==> src/rtl/apb_pkg.sv <==
// Shared APB definitions: requester FSM state type and default bus widths
// used by the requester, the register slaves and the address decoder.
package apb_pkg;

    typedef enum logic [1:0] {
        IDLE   = 2'd0,
        SETUP  = 2'd1,
        ACCESS = 2'd2
    } apb_state_t;

    localparam int APB_AWIDTH = 4;
    localparam int APB_DWIDTH = 8;

endpackage

==> src/rtl/apb_requester.sv <==
// APB requester: one valid/ready command becomes a SETUP/ACCESS transfer and a one-cycle response.
// Latency: response 3 cycles after accept plus one per PREADY-low ACCESS cycle; 3-cycle minimum spacing.
// Backpressure: cmd_ready only in IDLE; no response backpressure. APB_REQ_TIMEOUT_EN adds an ACCESS timeout.
module apb_requester
    import apb_pkg::*;
#(
    parameter int AWIDTH         = APB_AWIDTH,
    parameter int DWIDTH         = APB_DWIDTH,
    parameter int TIMEOUT_CYCLES = 16
) (
    input  logic              PCLK,
    input  logic              PRESET,
    input  logic              cmd_valid,
    output logic              cmd_ready,
    input  logic              cmd_write,
    input  logic [AWIDTH-1:0] cmd_addr,
    input  logic [DWIDTH-1:0] cmd_wdata,
    output logic              rsp_valid,
    output logic [DWIDTH-1:0] rsp_rdata,
    output logic              rsp_err,
    output logic              PSEL,
    output logic              PENABLE,
    output logic              PWRITE,
    output logic [AWIDTH-1:0] PADDR,
    output logic [DWIDTH-1:0] PWDATA,
    input  logic [DWIDTH-1:0] PRDATA,
    input  logic              PREADY,
    input  logic              PSLVERR
);

    if (TIMEOUT_CYCLES < 1) begin : g_bad_timeout
        $error("apb_requester: TIMEOUT_CYCLES must be at least 1");
    end

    apb_state_t        state_q, state_d;
    logic              psel_q, psel_d;
    logic              penable_q, penable_d;
    logic              pwrite_q, pwrite_d;
    logic [AWIDTH-1:0] paddr_q, paddr_d;
    logic [DWIDTH-1:0] pwdata_q, pwdata_d;
    logic              rsp_valid_q, rsp_valid_d;
    logic [DWIDTH-1:0] rsp_rdata_q, rsp_rdata_d;
    logic              rsp_err_q, rsp_err_d;

`ifdef APB_REQ_TIMEOUT_EN
    localparam int CNT_W = $clog2(TIMEOUT_CYCLES + 1);
    logic [CNT_W-1:0] cnt_q, cnt_d;
    logic             timeout_hit;

    // Counts PREADY-low ACCESS cycles; the limit is hit on the cycle whose increment would reach it.
    assign timeout_hit = (cnt_q == CNT_W'(TIMEOUT_CYCLES - 1));

    always_comb begin
        cnt_d = cnt_q;
        if (state_q == SETUP) begin
            cnt_d = '0;
        end else if (state_q == ACCESS && !PREADY) begin
            cnt_d = cnt_q + CNT_W'(1);
        end
    end

    always_ff @(posedge PCLK) begin
        if (PRESET) begin
            cnt_q <= '0;
        end else begin
            cnt_q <= cnt_d;
        end
    end
`endif

    assign cmd_ready = (state_q == IDLE) && !PRESET;

    always_comb begin
        state_d     = state_q;
        pwrite_d    = pwrite_q;
        paddr_d     = paddr_q;
        pwdata_d    = pwdata_q;
        rsp_valid_d = 1'b0;
        rsp_rdata_d = rsp_rdata_q;
        rsp_err_d   = rsp_err_q;
        unique case (state_q)
            IDLE: begin
                if (cmd_valid && cmd_ready) begin
                    pwrite_d = cmd_write;
                    paddr_d  = cmd_addr;
                    pwdata_d = cmd_wdata;
                    state_d  = SETUP;
                end
            end
            SETUP: state_d = ACCESS;
            ACCESS: begin
                if (PREADY) begin
                    state_d     = IDLE;
                    rsp_valid_d = 1'b1;
                    rsp_rdata_d = pwrite_q ? '0 : PRDATA;
                    rsp_err_d   = PSLVERR;
                end
`ifdef APB_REQ_TIMEOUT_EN
                else if (timeout_hit) begin
                    state_d     = IDLE;
                    rsp_valid_d = 1'b1;
                    rsp_rdata_d = '0;
                    rsp_err_d   = 1'b1;
                end
`endif
            end
            default: state_d = IDLE;
        endcase
        // Bus strobes are registered from the next state so they change cleanly on the edge.
        psel_d    = (state_d != IDLE);
        penable_d = (state_d == ACCESS);
    end

    always_ff @(posedge PCLK) begin
        if (PRESET) begin
            state_q     <= IDLE;
            psel_q      <= 1'b0;
            penable_q   <= 1'b0;
            pwrite_q    <= 1'b0;
            paddr_q     <= '0;
            pwdata_q    <= '0;
            rsp_valid_q <= 1'b0;
            rsp_rdata_q <= '0;
            rsp_err_q   <= 1'b0;
        end else begin
            state_q     <= state_d;
            psel_q      <= psel_d;
            penable_q   <= penable_d;
            pwrite_q    <= pwrite_d;
            paddr_q     <= paddr_d;
            pwdata_q    <= pwdata_d;
            rsp_valid_q <= rsp_valid_d;
            rsp_rdata_q <= rsp_rdata_d;
            rsp_err_q   <= rsp_err_d;
        end
    end

    assign PSEL      = psel_q;
    assign PENABLE   = penable_q;
    assign PWRITE    = pwrite_q;
    assign PADDR     = paddr_q;
    assign PWDATA    = pwdata_q;
    assign rsp_valid = rsp_valid_q;
    assign rsp_rdata = rsp_rdata_q;
    assign rsp_err   = rsp_err_q;

endmodule

==> config.mk <==
export PLATFORM = sky130hd
export DESIGN_NAME = apb_requester
export DESIGN_NICKNAME = d
export VERILOG_FILES = /design/src/rtl/apb_pkg.sv /design/src/rtl/apb_requester.sv
export SDC_FILE = /design/constraint.sdc
export NUM_CORES = 1
export LEC_CHECK = 0
export ABC_AREA = 1
export CORE_MARGIN = 4
export CORE_UTILIZATION = 44
export DETAILED_ROUTE_END_ITERATION = 7
export HOLD_SLACK_MARGIN = 0.06
export PLACE_DENSITY_LB_ADDON = 0.08
export RECOVER_POWER = 25
export SLEW_MARGIN = 15
export SYNTH_ARGS = -nofsm -noshare
export SYNTH_HDL_FRONTEND = slang
export SYNTH_SLANG_ARGS = --single-unit
export TNS_END_PERCENT = 1
==> constraint.sdc <==
create_clock -name PCLK -period 1.71 [get_ports PCLK]
set_input_delay 0.342 -clock PCLK [delete_from_list [all_inputs] [get_ports PCLK]]
set_output_delay 0.342 -clock PCLK [all_outputs]
set_load 0.02 [all_outputs]
==> metrics.yaml, run 1 <==
status: "completed"
cp.required_ns: 1.37
cts-buffers-inserted: 3
final_nets: 242
fmax_mhz: 601
share_comb_of_total_power_pct: 24.2
grt_max_degree: 16
rr_worst_depth: 4
power_density_nw_per_um2: 749
skew_ns: 0.00946
critPathTopFamily: "buffers and inverters"
ir_drop_mv: 0.496
yosysSeqAreaShare_pct: 46.3
synth_fp_nets: 188
p_leak_nw: 0.826
use_met3_pct: 3.27
clock_latency_ns: 0.33
clk_pin_slew_ns: 0.15
htreeDepth: 1
top_level_ports: 52
critical_path_class: "flip-flop to output pin"
min_path_type: "flip-flop to flip-flop"
rr_startpoint: "state_q[1]$_SDFF_PP0_"
start_util_pct: 46.7
min_path_cells: 2
design_area_um2: 1700
use_met2_pct: 28.1
placed_cells: 241
syn_inst: 162
remaining_drc_errors: 0
slew_headroom_pct: 63.8
die_y_um: 59.5
die_w_um: 59.5
placed_cell_area_um2: 1700
crit_slowest_cell: "clkdlybuf4s50_1"
ys_ff_latch: 27
antenna_found_initial: 0
hold_viol_final: 0
grt_pass1_wl_mm: 4.34
firstDrtPassIters: 4
cts_tree: "built"
grt_usage_pct: 15.9
diodes: 0
finalSetupViolCount: 0
dp_hpwl_mm: 2.07
grt_pass1_vias: 1029
avgSynthCellArea_um2: 7.21
p_int_mw: 0.908
grt-busiest-layer: "met2"
min_period_ns: 1.66
cts_buffer_depth: 2
regToRegSetupSlack_ns: 0.35
met1_usage_pct: 18.4
syn_area_um2: 1170
ant_nets: 0
final_core_util_pct: 68.0
root_buffer: "clkbuf_4"
syn_to_final_growth_pct: 45.7
cp-end-kind: "output pin"
hold_path_end: "rsp_rdata[1]$_SDFFE_PP0P_"
drtIter0Drc: 31
worst-slew-pin-transition_ns: 0.541
worstPathArrival_ns: 1.32
timing.rr.end: "rsp_rdata[1]$_SDFFE_PP0P_"
maxCapViolations: 0
crit_path_start_kind: "flip-flop"
clkSinkCount: 27
p_switching_mw: 0.366
vias: 1114
rsz0062_at_grt: "false"
maxSlewViolCount: 0
path_max_fanout: 2
rows: 18
hold_start: "rsp_rdata[1]$_SDFFE_PP0P_"
io_buffers: 51
core_um2: 2500
slowest_delay_ns: 0.62
ys_types: 17
min_period_over_period_pct: 97.3
vias_per_cell: 4.55
crit_chain: "clkdlybuf4s50_1"
die_area_um2: 3540
seqPwrFrac_pct: 54.2
pwr-share-clk_pct: 21.6
worst-path-buf-inv: 1
stdcell_count: 245
drt_wl_total_mm: 2.72
gr-total-overflow: 0
yosys_warnings: 0
post_drt_wl_per_cell_um: 11.1
gp_congestion: 0.690
switching_share_pct: 28.7
post_cts_buffers: 0
drive_above_1_share_pct: 6.98
## Yosys cell counts, drive strengths merged
cell | count | area, um^2
inv | 26 | 97.6
buf | 7 | 55.1
dfxtp | 27 | 541
clkbuf | 2 | 17.5
nand2 | 48 | 183
nand3 | 10 | 67.6
nand4 | 13 | 81.3
o21ai | 1 | 5.00
nor2 | 28 | 120
## cells by family (layout without fill, tap and decap cells)
group | after synthesis | after routing | synth area share, %
compound gates | 1 | 1 | 0.428
simple gates | 99 | 99 | 38.7
flops | 27 | 27 | 46.3
buf+inv | 35 | 88 | 14.6
## flip-flops by register name, summed over array words and instances, names as in the netlist
register,flops
state_q,2
PADDR,4
rsp_err,1
rsp_rdata,8
PWRITE,1
rsp_valid,1
PENABLE,1
PWDATA,8
PSEL,1
## layer usage
layer | vias up | share of wire (%)
met5 | - | 0
met4 | 0 | 1.5
met3 | 5 | 9.2
met2 | 43 | 48
met1 | 471 | 42
li1 | 595 | -
## cells in the final DEF, fill, tap and decap left out
cell type,instances
nand3_1,8
clkdlybuf4s15_1,1
nand3_2,1
dfxtp_1,27
nand2_1,47
clkinv_2,1
clkbuf_1,2
nand2_2,1
o21ai_0,1
nand4_1,13
nor2_4,1
buf_4,5
clkdlybuf4s50_1,47
nor2_1,27
inv_1,26
dlymetal6s2s_1,1
clkbuf_2,2
clkbuf_4,3
nand3_4,1
## power groups by stage
stage / Combinational, mW / Clock [mW] / Sequential [mW]
6_report: 0.308 / 0.276 / 0.690
5_1_grt: 0.335 / 0.315 / 0.697
4_1_cts: 0.320 / 0.292 / 0.691
3_5_place_dp: 0.318 / 0 / 0.705
3_3_place_gp: 0.313 / 0 / 0.703
2_1_floorplan: 0.119 / 0 / 0.748
## final cells by class
type / count / area, um^2
sequential: 27 / 541
inverter: 26 / 97.6
clock inverter: 1 / 5.00
clock buffer: 3 / 22.5
multi-input combinational: 100 / 449
tap: 30 / 37.5
timing repair buffer: 58 / 548
fill: 229 / 800
## through the flow
stage | total power, mW | hold WS (ns) | setup TNS [ns] | setup WS [ns]
after floorplan | 0.867 | 0.477 | 0 | 0.412
after global placement | 1.02 | 0.457 | -0.0943 | -0.0943
after detailed placement | 1.02 | 0.463 | -0.104 | -0.104
after CTS | 1.30 | 0.484 | 0 | 0.0283
after global routing | 1.35 | 0.503 | 0 | 0.00591
final | 1.27 | 0.479 | 0 | 0.0469
## how the worst max path moves through the flow
stage | from | endpoint | slack (ns) | cells past startpoint
6_report | PWDATA[4]$_SDFFE_PP0P_ | PWDATA[4] | 0.05 | 1
2_1_floorplan | PRESET | cmd_ready | 0.41 | 3
5_1_grt | PWDATA[7]$_SDFFE_PP0P_ | PWDATA[7] | 0.006 | 1
4_1_cts | rsp_rdata[6]$_SDFFE_PP0P_ | rsp_rdata[6] | 0.03 | 1
3_5_place_dp | PRESET | cmd_ready | -0.10 | 3
3_3_place_gp | PRESET | cmd_ready | -0.09 | 3
## what timing repair did
item / CTS / global route
hold endpoints to repair: 0 / 0
pin swaps: 0 / 0
resized for setup: 1 / 4
hold buffers: 0 / 0
setup endpoints to repair: 1 / 4
## worst reg2reg max path, delay by kind of cell, from the launching register on
kind | cells | cell delay [ns]
AND/OR/NAND/NOR | 4 | 0.85
flip-flops | 1 | 0.47
Power figures use the tool's default switching activity.
==> run 2, diff against run 1 <==
--- a/config.mk
+++ b/config.mk
@@ -7,7 +7,7 @@
 export LEC_CHECK = 0
 export ABC_AREA = 1
 export CORE_MARGIN = 4
-export CORE_UTILIZATION = 44
+export CORE_UTILIZATION = 41
 export DETAILED_ROUTE_END_ITERATION = 7
 export HOLD_SLACK_MARGIN = 0.06
 export PLACE_DENSITY_LB_ADDON = 0.08
==> constraint.sdc (replaced) <==
create_clock -name PCLK -period 1.6 [get_ports PCLK]
set_input_delay 0.32 -clock PCLK [delete_from_list [all_inputs] [get_ports PCLK]]
set_output_delay 0.32 -clock PCLK [all_outputs]
set_load 0.02 [all_outputs]
==> run 2 against run 1 <==
  * Clock-buffer cell count did not move
  * Design area is essentially flat
  * Sequential share of layout area hardly changed
  * Final cell count rose by 1.2%
  * Critical path type is now input port to flip-flop
  * Register-to-register slack worse by 0.07 ns
  * Combinational power is 2% higher
  * Non-clock buffer count is 2 higher
==> metrics.yaml, run 2 (synthesized netlist as in run 1, its figures left out) <==
skew_ns: 0.00209
remaining_drc_errors: 0
diodes: 0
worstPathArrival_ns: 1.73
drive_above_1_share_pct: 7.37
post_drt_wl_per_cell_um: 11.4
path_max_fanout: 15
placed_cells: 244
ir_drop_mv: 0.588
final_common_cell: "nand2_1"
worst-slew-pin-transition_ns: 0.525
final_core_util_pct: 62.2
core_um2: 2730
cts-buffers-inserted: 3
top_level_ports: 52
clkSinkCount: 27
fill_cells: 263
cp-end-kind: "flip-flop"
root_buffer: "clkbuf_4"
firstDrtPassIters: 4
cts_tree: "built"
drt_wl_total_mm: 2.82
grt_pass1_vias: 1091
grt_max_degree: 16
slew_headroom_pct: 64.9
tns_ns: 0
fmax_mhz: 689
syn_to_final_growth_pct: 45.6
p_int_mw: 0.953
antenna_found_initial: 0
share_comb_of_total_power_pct: 23.4
switching_share_pct: 29.1
rows: 19
start_util_pct: 42.7
pwr-share-clk_pct: 21.8
finalSetupViolCount: 0
die_area_um2: 3770
status: "completed"
critical_path_class: "input port to flip-flop"
grt_pass1_wl_mm: 4.50
final_cell_mix: "nand2_1, dfxtp_1, nor2_1, inv_1, clkdlybuf4s50_1"
min_period_over_period_pct: 90.8
clock_latency_ns: 0.32
clk_pin_slew_ns: 0.14
final_nets: 244
htreeDepth: 1
gr-total-overflow: 0
vias_per_cell: 4.56
die_y_um: 61.4
seqPwrFrac_pct: 54.7
gp_congestion: 0.768
maxCapViolations: 0
crit_path_start_kind: "input port"
io_buffers: 51
cts_buffer_depth: 2
min_path_type: "flip-flop to flip-flop"
die_w_um: 61.4
dp_hpwl_mm: 2.17
grt_usage_pct: 15.8
maxSlewViolCount: 0
min_period_ns: 1.45
vias: 1131
drtIter0Drc: 59
cp.required_ns: 1.88
p_leak_nw: 0.956
p_switching_mw: 0.391
stdcell_count: 248
hold_viol_final: 0
power_density_nw_per_um2: 791
rsz0062_at_grt: "false"
power_mw: 1.34
ant_nets: 0
## run 2: cell count changes in the layout (fill, tap and decap cells not counted)
| cell | change |
|---|---|
| dlymetal6s2s_1 | +2 |
| buf_4 | +2 |
| clkdlybuf4s50_1 | -22 |
| clkdlybuf4s15_1 | -1 |
| clkbuf_2 | -1 |
| dlygate4sd2_1 | +22 |
## run 2: cell type report
cell class | count | area [um^2] | area share (%)
inverters | 26 | 97.6 | 5.74
flip-flops and latches | 27 | 541 | 31.8
repair buffers | 60 | 546 | 32.1
multi-input cells | 100 | 449 | 26.4
clock inverters | 1 | 5.00 | 0.295
well taps | 31 | 38.8 | 2.28
clock buffers | 3 | 22.5 | 1.33
## run 2: critical path, stage by stage
cell             delay [ns]
clkdlybuf4s50_1        0.41
buf_4                  0.20
inv_1                  0.18
clkbuf_1               0.37
nand4_1                0.15
nand2_1                0.09
## run 2: what timing repair did
item | 4_1_cts | 5_1_grt
setup buffers | 0 | 0
pin swaps | 0 | 0
resized for setup | 24 | 4
cloned | 0 | 0
hold buffers | 0 | 0
endpoints found under the setup margin | 23 | 4
## run 2: path summary, 6_finish.rpt
kind | from | end | slack, ns | depth (start not counted)
worst min register to register | rsp_rdata[3]$_SDFFE_PP0P_ | rsp_rdata[3]$_SDFFE_PP0P_ | 0.48 | 2
worst min-delay path | rsp_rdata[3]$_SDFFE_PP0P_ | rsp_rdata[3]$_SDFFE_PP0P_ | 0.48 | 2
worst max-delay path | PRESET | PWDATA[0]$_SDFFE_PP0P_ | 0.15 | 6
worst max register to register | state_q[1]$_SDFF_PP0_ | rsp_rdata[5]$_SDFFE_PP0P_ | 0.28 | 5
## run 2: metal layers
layer | share of wire [%] | GRT usage, %
met5 | 0 | 0
met4 | 0.67 | 5.45
met3 | 7.8 | 3.14
met2 | 53 | 30.2
met1 | 39 | 17.1
## run 2: stage by stage
stage               cell area, um^2  hold WS, ns  setup slack (ns)
finish                         1700        0.479             0.148
global route                   1700        0.506            0.0619
CTS                            1710        0.483           0.00246
detailed placement             1710        0.465            -0.177
global placement               1710        0.456            -0.162
floorplan                      1170        0.455             0.346
## run 2: power by group through the flow
stage               Clock (mW)  Sequential [mW]  Combinational, mW
floorplan                    0            0.799              0.127
finish                   0.294            0.735              0.315
global route             0.340            0.742              0.346
global placement             0            0.750              0.342
CTS                      0.306            0.737              0.326
detailed placement           0            0.753              0.348
==> run 3, diff against run 2 <==
--- a/config.mk
+++ b/config.mk
@@ -5,11 +5,10 @@
 export SDC_FILE = /design/constraint.sdc
 export NUM_CORES = 1
 export LEC_CHECK = 0
-export ABC_AREA = 1
 export CORE_MARGIN = 4
-export CORE_UTILIZATION = 41
+export CORE_UTILIZATION = 40
 export DETAILED_ROUTE_END_ITERATION = 7
-export HOLD_SLACK_MARGIN = 0.06
+export HOLD_SLACK_MARGIN = 0.03
 export PLACE_DENSITY_LB_ADDON = 0.08
 export RECOVER_POWER = 25
 export SLEW_MARGIN = 15
==> run 3 against run 2 <==
  * Global-route usage is 1.1 points lower
  * Critical path depth is 4 lower
  * Die area is 2.2% lower
  * Fmax is 3.1% lower
  * Synthesized cell count is 39% lower
  * Design area is 6.0% lower
==> metrics.yaml, run 3 <==
status: "completed"
grt_max_degree: 17
cts_buffer_depth: 2
min_path_type: "flip-flop to flip-flop"
root_buffer: "clkbuf_4"
syn_inst: 99
slowest_delay_ns: 0.69
cp.depth: 2
clk_pin_slew_ns: 0.13
crit_chain: "or4b_4 > mux2_4"
grt_pass1_vias: 928
worst-slew-pin-transition_ns: 0.355
power_mw: 1.28
antenna_found_initial: 0
rr_worst_depth: 2
crit_path_start_kind: "flip-flop"
final_common_cell: "dfxtp_1"
power_density_nw_per_um2: 800
seqPwrFrac_pct: 57.1
remaining_drc_errors: 0
die_w_um: 60.7
worstPathArrival_ns: 1.72
min_period_ns: 1.50
final_nets: 176
avgSynthCellArea_um2: 11.2
slew_headroom_pct: 76.3
ir_drop_mv: 0.633
critical_path_class: "flip-flop to flip-flop"
ys_types: 21
rsz0062_at_grt: "false"
yosysTopAreaCellShare_pct: 48.7
synth.top_cells.by_count: "dfxtp_1, nor2b_1, inv_1, nand2b_1"
synth_adder_area_share_pct: 0
syn_to_final_growth_pct: 43.9
io_buffers: 51
drtIter0Drc: 20
cts_tree: "built"
skew_ns: 0.00139
synth_compound_area_share_pct: 7.89
clkSinkCount: 27
ys_ff_latch: 27
min_path_cells: 2
yosysMostFrequentCell: "dfxtp_1"
gp_congestion: 0.689
gr-total-overflow: 0
synth_ff_type: "dfxtp_1"
synth_mux_area_share_pct: 16.8
switching_share_pct: 25.0
rows: 18
post_cts_buffers: 0
final_core_util_pct: 62.2
pre_cts_slack_ns: -0.367
yosys.area_share.simple_pct: 18.3
p_leak_nw: 0.765
firstDrtPassIters: 2
finalSetupViolCount: 0
yosysTopAreaCell: "dfxtp_1"
synth_edf_count: 0
p_int_mw: 0.959
maxSlewViolCount: 0
grt_usage_pct: 14.7
synth_top_family_by_area: "simple AND/OR/NAND/NOR gates"
vias_per_cell: 4.84
setup_slack_ns: 0.101
synth_top_cells_by_area: "dfxtp_1, mux2_4, nor2b_1, o32ai_1, nand2b_1"
whs_ns: 0.483
yosysSeqAreaShare_pct: 48.7
fill_cells: 236
dp_hpwl_mm: 1.84
vias: 867
post_drt_wl_per_cell_um: 13.6
synthArstFlopShare_pct: 0
drive_above_1_share_pct: 14.8
cp.required_ns: 1.82
top_level_ports: 52
clock_latency_ns: 0.31
hold_viol_final: 0
crit_slowest_cell: "or4b_4"
diodes: 0
pwr-share-clk_pct: 22.0
p_switching_mw: 0.319
synth_xor_area_share_pct: 0
die_area_um2: 3680
maxCapViolations: 0
ant_nets: 0
worst-path-buf-inv: 0
path_max_fanout: 15
final_cell_mix: "dfxtp_1, clkdlybuf4s50_1, dlygate4sd2_1, nor2b_1"
start_util_pct: 43.2
htreeDepth: 1
cp-end-kind: "flip-flop"
yosys_warnings: 0
drt_wl_total_mm: 2.43
share_comb_of_total_power_pct: 20.8
syn_area_um2: 1110
min_period_over_period_pct: 93.7
synth_fp_nets: 125
core_um2: 2570
critPathTopFamily: "simple AND/OR/NAND/NOR gates"
fmax_mhz: 667
die_y_um: 60.7
grt_pass1_wl_mm: 4.07
cts-buffers-inserted: 3
-- run 3: cell count changes after synthesis, sizes merged, moves of 8 or more --
cell	delta
nand2	-48
nor2	-28
nand3	-10
nor2b	+13
mux2	+13
o32ai	+8
inv	-16
nand4	-13
nand2b	+10
-- run 3: layout make-up --
class / instances / area [um^2] / share of cell area (%)
Sequential cell: 27 / 541 / 33.9
Timing Repair Buffer: 54 / 480 / 30.1
Multi-Input combinational cell: 54 / 474 / 29.7
Inverter: 10 / 37.5 / 2.35
Tap cell: 30 / 37.5 / 2.35
Clock buffer: 4 / 26.3 / 1.65
-- run 3: per-layer routing --
metal	track usage [%]	vias to the layer above	wire length [um]
met5	0	-	0
met4	4.64	0	21
met3	4.89	2	215
met2	26.7	33	1210
met1	16.0	402	988
li1	-	430	-
-- run 3: logic make-up after synthesis --
group / after synthesis
buffers and inverters: 18
multiplexers: 14
flip-flops: 27
AND/OR/NAND/NOR: 29
AO/OA/AOI/OAI: 11
-- run 3: final timing paths --
kind / startpoint / end / slack [ns]
worst max-delay path: state_q[0]$_SDFF_PP0_ / PADDR[1]$_SDFFE_PP0P_ / 0.10
worst min-delay path: rsp_rdata[3]$_SDFFE_PP0P_ / rsp_rdata[3]$_SDFFE_PP0P_ / 0.48
worst max register to register: state_q[0]$_SDFF_PP0_ / PADDR[1]$_SDFFE_PP0P_ / 0.10
worst min register to register: rsp_rdata[3]$_SDFFE_PP0P_ / rsp_rdata[3]$_SDFFE_PP0P_ / 0.48
-- run 3: through the flow --
| stage | cells | area [um^2] | TNS [ns] |
|---|---|---|---|
| 6_report | 179 | 1600 | 0 |
| 3_3_place_gp | 175 | 1630 | -7.41 |
| 4_1_cts | 179 | 1620 | 0 |
| 3_5_place_dp | 175 | 1630 | -8.16 |
| 2_1_floorplan | 99 | 1110 | 0 |
| 5_1_grt | 179 | 1600 | 0 |
-- run 3: tightest hold or removal path, delay by kind of cell (launching register included) --
kind             cells  cell delay [ns]
AND/OR/NAND/NOR      1             0.06
flip-flops           1             0.33
AO/OA/AOI/OAI        1             0.06
-- run 3: power by group through the flow --
| stage | logic [mW] | registers [mW] | clock network, mW |
|---|---|---|---|
| 2_1_floorplan | 0.109 | 0.789 | 0 |
| 3_3_place_gp | 0.295 | 0.745 | 0 |
| 3_5_place_dp | 0.300 | 0.746 | 0 |
| 4_1_cts | 0.276 | 0.731 | 0.304 |
| 5_1_grt | 0.287 | 0.736 | 0.329 |
| 6_report | 0.266 | 0.730 | 0.282 |
-- run 3: timing repair --
| action | CTS | global route |
|---|---|---|
| endpoints found under the setup margin | 35 | 9 |
| gates resized for setup | 28 | 4 |
| hold buffers | 0 | 0 |
